==> src/rtl/tick_pkg.sv <==
// tick_pkg: shared constants and channel state encoding for the tick scheduler.
package tick_pkg;
   localparam int NCH = 4;
   localparam int PW  = 16;
   typedef enum logic {IDLE = 1'b0, RUN = 1'b1} state_t;
endpackage

==> src/rtl/tick_channel.sv <==
// tick_channel: one timer channel counting base ticks, emitting tick pulses and a divided clock.
module tick_channel
   import tick_pkg::*;
(
   input  logic          clkin,
   input  logic          rst,
   input  logic          base_tick,
   input  logic          cfg_we,
   input  logic [PW-1:0] cfg_period,
   input  logic          cfg_oneshot,
   input  logic          start,
   input  logic          stop,
   output logic          tick,
   output logic          clk_out,
   output logic          busy
);
   state_t state_q, state_d;
   logic [PW-1:0] period_q, period_d, count_q, count_d;
   logic oneshot_q, oneshot_d, tick_q, tick_d, clk_out_q, clk_out_d, expire;

   always_comb begin
      period_d  = cfg_we ? ((cfg_period == '0) ? PW'(1) : cfg_period) : period_q;
      oneshot_d = cfg_we ? cfg_oneshot : oneshot_q;
      // start and stop both pre-empt an expiry in the same cycle, so no tick escapes
      expire    = (state_q == RUN) && base_tick && (count_q == PW'(1)) && !start && !stop;
      state_d   = stop ? IDLE : start ? RUN : (expire && oneshot_q) ? IDLE : state_q;
      count_d   = (start || expire) ? period_d :
                  ((state_q == RUN) && base_tick && !stop) ? count_q - PW'(1) : count_q;
      tick_d    = expire;
      clk_out_d = !stop && (clk_out_q ^ expire);
   end

   always_ff @(posedge clkin) begin
      if (rst) begin
         state_q   <= IDLE;
         period_q  <= PW'(1);
         oneshot_q <= 1'b0;
         count_q   <= '0;
         tick_q    <= 1'b0;
         clk_out_q <= 1'b0;
      end else begin
         state_q   <= state_d;
         period_q  <= period_d;
         oneshot_q <= oneshot_d;
         count_q   <= count_d;
         tick_q    <= tick_d;
         clk_out_q <= clk_out_d;
      end
   end

   assign tick    = tick_q;
   assign clk_out = clk_out_q;
   assign busy    = (state_q == RUN);
endmodule

==> src/rtl/tick_scheduler.sv <==
// tick_scheduler: shared prescaler feeding four independent periodic/one-shot tick channels.
module tick_scheduler
   import tick_pkg::*;
#(
   parameter int CLK_FREQ  = 50000000,
   parameter int BASE_FREQ = 1000,
   parameter int PRESCALE  = CLK_FREQ / BASE_FREQ
)(
   input  logic           clkin,
   input  logic           rst,
   input  logic           cfg_we,
   input  logic [1:0]     cfg_ch,
   input  logic [PW-1:0]  cfg_period,
   input  logic           cfg_oneshot,
   input  logic [NCH-1:0] ch_start,
   input  logic [NCH-1:0] ch_stop,
   output logic [NCH-1:0] tick,
   output logic [NCH-1:0] clk_out,
   output logic [NCH-1:0] busy,
   output logic           base_tick
);
   localparam int PCW = $clog2(PRESCALE);
   localparam logic [PCW-1:0] PMAX = PCW'(PRESCALE - 1);

   logic [PCW-1:0] pcnt_q, pcnt_d;
   logic base_tick_q, base_tick_d;

   always_comb begin
      pcnt_d      = (pcnt_q == PMAX) ? '0 : pcnt_q + PCW'(1);
      base_tick_d = (pcnt_q == PMAX);
   end

   always_ff @(posedge clkin) begin
      if (rst) begin
         pcnt_q      <= '0;
         base_tick_q <= 1'b0;
      end else begin
         pcnt_q      <= pcnt_d;
         base_tick_q <= base_tick_d;
      end
   end

   assign base_tick = base_tick_q;

   for (genvar i = 0; i < NCH; i++) begin : g_ch
      tick_channel u_ch (
         .clkin       (clkin),
         .rst         (rst),
         .base_tick   (base_tick_q),
         .cfg_we      (cfg_we && (cfg_ch == 2'(i))),
         .cfg_period  (cfg_period),
         .cfg_oneshot (cfg_oneshot),
         .start       (ch_start[i]),
         .stop        (ch_stop[i]),
         .tick        (tick[i]),
         .clk_out     (clk_out[i]),
         .busy        (busy[i])
      );
   end
endmodule
==> config.mk <==
export PLATFORM = sky130hd
export DESIGN_NAME = tick_scheduler
export DESIGN_NICKNAME = d
export VERILOG_FILES = /design/src/rtl/tick_pkg.sv /design/src/rtl/tick_channel.sv /design/src/rtl/tick_scheduler.sv
export SDC_FILE = /design/constraint.sdc
export NUM_CORES = 1
export LEC_CHECK = 0
export CAP_MARGIN = 40
export CORE_ASPECT_RATIO = 0.75
export CORE_MARGIN = 3
export CORE_UTILIZATION = 50
export CTS_BUF_LIST = sky130_fd_sc_hd__clkbuf_8 sky130_fd_sc_hd__clkbuf_16
export CTS_CLUSTER_DIAMETER = 60
export DETAILED_ROUTE_END_ITERATION = 12
export PLACE_DENSITY = 0.75
export SKIP_CTS_REPAIR_TIMING = 1
export SLEW_MARGIN = 20
export SYNTH_ARGS = -nofsm -noshare
export SYNTH_HDL_FRONTEND = slang
export SYNTH_SLANG_ARGS = --single-unit
export TNS_END_PERCENT = 5
==> constraint.sdc <==
create_clock -name clkin -period 5.4 [get_ports clkin]
set_clock_uncertainty 0.1 [all_clocks]
set_input_delay 0.54 -clock clkin [delete_from_list [all_inputs] [get_ports clkin]]
set_output_delay 0.54 -clock clkin [all_outputs]
set_load 0.05 [all_outputs]
==> summary.md <==
| Metric | Value |
|---|---|
| Required time of the critical path | 5.62 ns |
| Diodes inserted | 0 |
| Cell count after synthesis | 818 |
| Drt pass-1 iters | 6 |
| Post-synthesis sequential area ratio | 0.454 |
| First-pass GRT wire length | 26,700 microns |
| Initial antenna violation count | 0 |
| Final clock period utilization by the worst path | 0.536 |
| Period minus WS final | 2.90 ns |
| Mean number of vias per cell | 5.55 |
| Hold crit path type | reg -> reg |
| Transition at the pin with the smallest max-transition slack | 0.802 ns |
| Die width | 144 microns |
| Count leader, synth | sky130_fd_sc_hd__dfxtp_1 |
| Clock latency on the worst-skew pair | 0.43 ns |
| Multi-input gate area in the final layout | 3560 sq um |
| CTS Root Cell | sky130_fd_sc_hd__clkbuf_16 |
| Final std cell area, no fill | 8090 sq um |
| Area fraction of the dominant cell type after synthesis | 0.454 |
| Warning count from the yosys run | 0 |
| Non-filler cells in the finished layout | 1,017 |
| Setup WS post-layout | 2.50 ns |
| Worst slack on hold paths | 0.350 ns |
| Initial core utilization | 0.515 |
| # fillers | 1,248 |
| Power density relative to cell area | 326 nW/um^2 |
| Final TNS setup | 0 ns |
| Syn Std Cell Area | 7100 sq um |
| Fraction of layout cells with a size suffix above 1 | 0.0606 |
| Vias | 5,640 |
| Most frequent cells after synthesis | sky130_fd_sc_hd__dfxtp_1 (161), sky130_fd_sc_hd__nand2_1 (136), sky130_fd_sc_hd__nor2_1 (85), sky130_fd_sc_hd__a21oi_1 (63), sky130_fd_sc_hd__xor2_1 (39) |
| Count of input and output buffers | 42 |
| Residual antenna-violating net count after detailed routing | 0 |
| Post-synth EDFFs | 0 |
| Rel. slew slack | 0.464 |
| Area of the core | 13,800 sq um |
| Startpoint Class | flop |
| Clock tree from TritonCTS | done |
| Syn nets | 857 |
| Clock Path Buffers | 2 |
| Post-synth top flop | sky130_fd_sc_hd__dfxtp_1 |
| Total of flip-flops plus latches after synthesis | 161 |
| Total congestion overflow after global routing | 0 |
| Top Ports | 43 |
| Max-cap violation count | 0 |
| Leading post-synthesis cells by cell area | sky130_fd_sc_hd__dfxtp_1 (45%), sky130_fd_sc_hd__nand2_1 (7.2%), sky130_fd_sc_hd__xor2_1 (4.8%) |
| Leading area contributor after synthesis | sky130_fd_sc_hd__dfxtp_1 |
| Count of placed standard cells including taps | 983 |
| Clock transition at the registers of the reported paths | 0.07 ns |
| Maximum achievable frequency | 345 MHz |
| Count of endpoints failing hold in the final timing report | 0 |
| Final Routed Wirelength | 16,300 microns |
| Die height | 109 microns |
| Leak pwr | 3.07 nW |
| Area of the die | 15,700 sq um |
| Data arrival time of the critical path | 3.12 ns |
| Cts bufs inserted | 17 |
| Class of the most critical setup path | reg -> reg |
| Via count of the first global-routing pass | 5,309 |
| Initial detailed-routing violation count | 299 |
| Mean instance size in the synthesized netlist | 8.68 sq um |
| Area used by sequential logic in the layout | 3220 sq um |
| Placer Congestion | 0.840 |
| Final setup violation count | 0 |
| Number of remaining DRC errors | 0 |
| Capturing element type of the critical path | flop |
| Row Count | 37 |
| Fraction of registers with async set or reset after synthesis | 0 |
| Nets@finish | 868 |
| Setup repair after global routing missed its margin | no |
| Number of library cell types mapped by synthesis | 55 |
| Total track usage | 0.215 |
| Max VDD drop | 0.000222 V |
| Pin count of the biggest net entering global routing | 86 |
| Sink Count | 161 |
| Area of placed instances | 7490 sq um |
| Detailed-placement wirelength estimate | 10,700 microns |
| Average wire per standard cell | 16.0 microns |
| Max-slew violation count | 0 |
| Result of the run | finished, final reports clean |
| Minimum setup slack after placement | 2.26 ns |
| Largest driver fanout on the critical path | 27 |
| Layout Area Growth over Synthesis | 13.9% |
| CTS H-tree depth | 4 |
metrics by stage:
stage | power (mW) | util
floorplan | 1.44 | -
global placement | 1.51 | 0.542
detailed placement | 1.51 | 0.543
CTS | 2.65 | 0.584
global route | 2.73 | 0.586
finish | 2.64 | 0.586
worst paths after layout:
path / slack [ns] / cells after the start / start / endpoint
worst max register to register: 2.50 / 5 / g_ch[3].u_ch.count_q[10] / g_ch[3].u_ch.count_q[13]
worst min-delay path: 0.35 / 1 / pcnt_q[0] / pcnt_q[0]
worst min register to register: 0.35 / 1 / pcnt_q[0] / pcnt_q[0]
worst max-delay path: 2.50 / 5 / g_ch[3].u_ch.count_q[10] / g_ch[3].u_ch.count_q[13]
critical path, cell delays in order (launching register included):
cell and delay (ns):
sky130_fd_sc_hd__dfxtp_1 0.35, sky130_fd_sc_hd__or4_1 0.59, sky130_fd_sc_hd__nor4_1 0.52, sky130_fd_sc_hd__a21o_1 0.69, sky130_fd_sc_hd__nor2_1 0.20, sky130_fd_sc_hd__o221a_2 0.33
report_power, final:
group          switching (mW)  total, mW  internal, mW  leakage [nW]
clock network           0.503       1.14         0.638         0.270
logic                   0.140      0.233        0.0926          1.49
registers              0.0300       1.26          1.23          1.31
total                   0.673       2.64          1.96          3.07
flip-flops by register name, summed over array words and instances (netlist names):
name,count
g_ch.u_ch.busy,4
g_ch.u_ch.count_q,64
g_ch.u_ch.tick,4
g_ch.u_ch.clk_out,4
base_tick,1
pcnt_q,16
g_ch.u_ch.period_q,64
g_ch.u_ch.oneshot_q,4
logic make-up (layout without fill, tap and decap cells):
group                      Yosys count  in the layout  synth area share
and+or+nand+nor                    348            348             0.236
AOI/OAI and AO/OA                  142            142             0.134
xor gates and xnor gates            73             73            0.0901
adders and majority gates            9              9            0.0159
DFF                                161            161             0.454
muxes                               18             18            0.0254
buffers and inverters               67             91            0.0446
layout by cell type (no fill, tap or decap), drive strengths merged, types with 9 or more instances in the layout:
cell and count:
nor2 85, xor2 39, ha 9, mux2i 18, a21oi 63, dfxtp 161
a211oi 15, clkdlybuf4s50 41, clkbuf 17, nand3 15, nand2 136, nor4 21
nor3 25, nand3b 9, inv 19, o31ai 23, xnor2 34
metal layers:
| metal | vias up | global-route usage | wire length (microns) |
|---|---|---|---|
| li1 | 2856 | - | - |
| met1 | 2644 | 0.315 | 8140 |
| met2 | 122 | 0.320 | 7050 |
| met3 | 18 | 0.0491 | 901 |
| met4 | 0 | 0.0585 | 197 |
| met5 | - | 0 | 0 |
area by class of cell:
class,instances,area share
multi-input combinational,590,0.440
sequential,161,0.399
timing repair buffer,47,0.0597
clock buffer,17,0.0526
tap,175,0.0271
clock inverter,15,0.0166
inverter,12,0.00557
(Power assumes the default switching activity.)
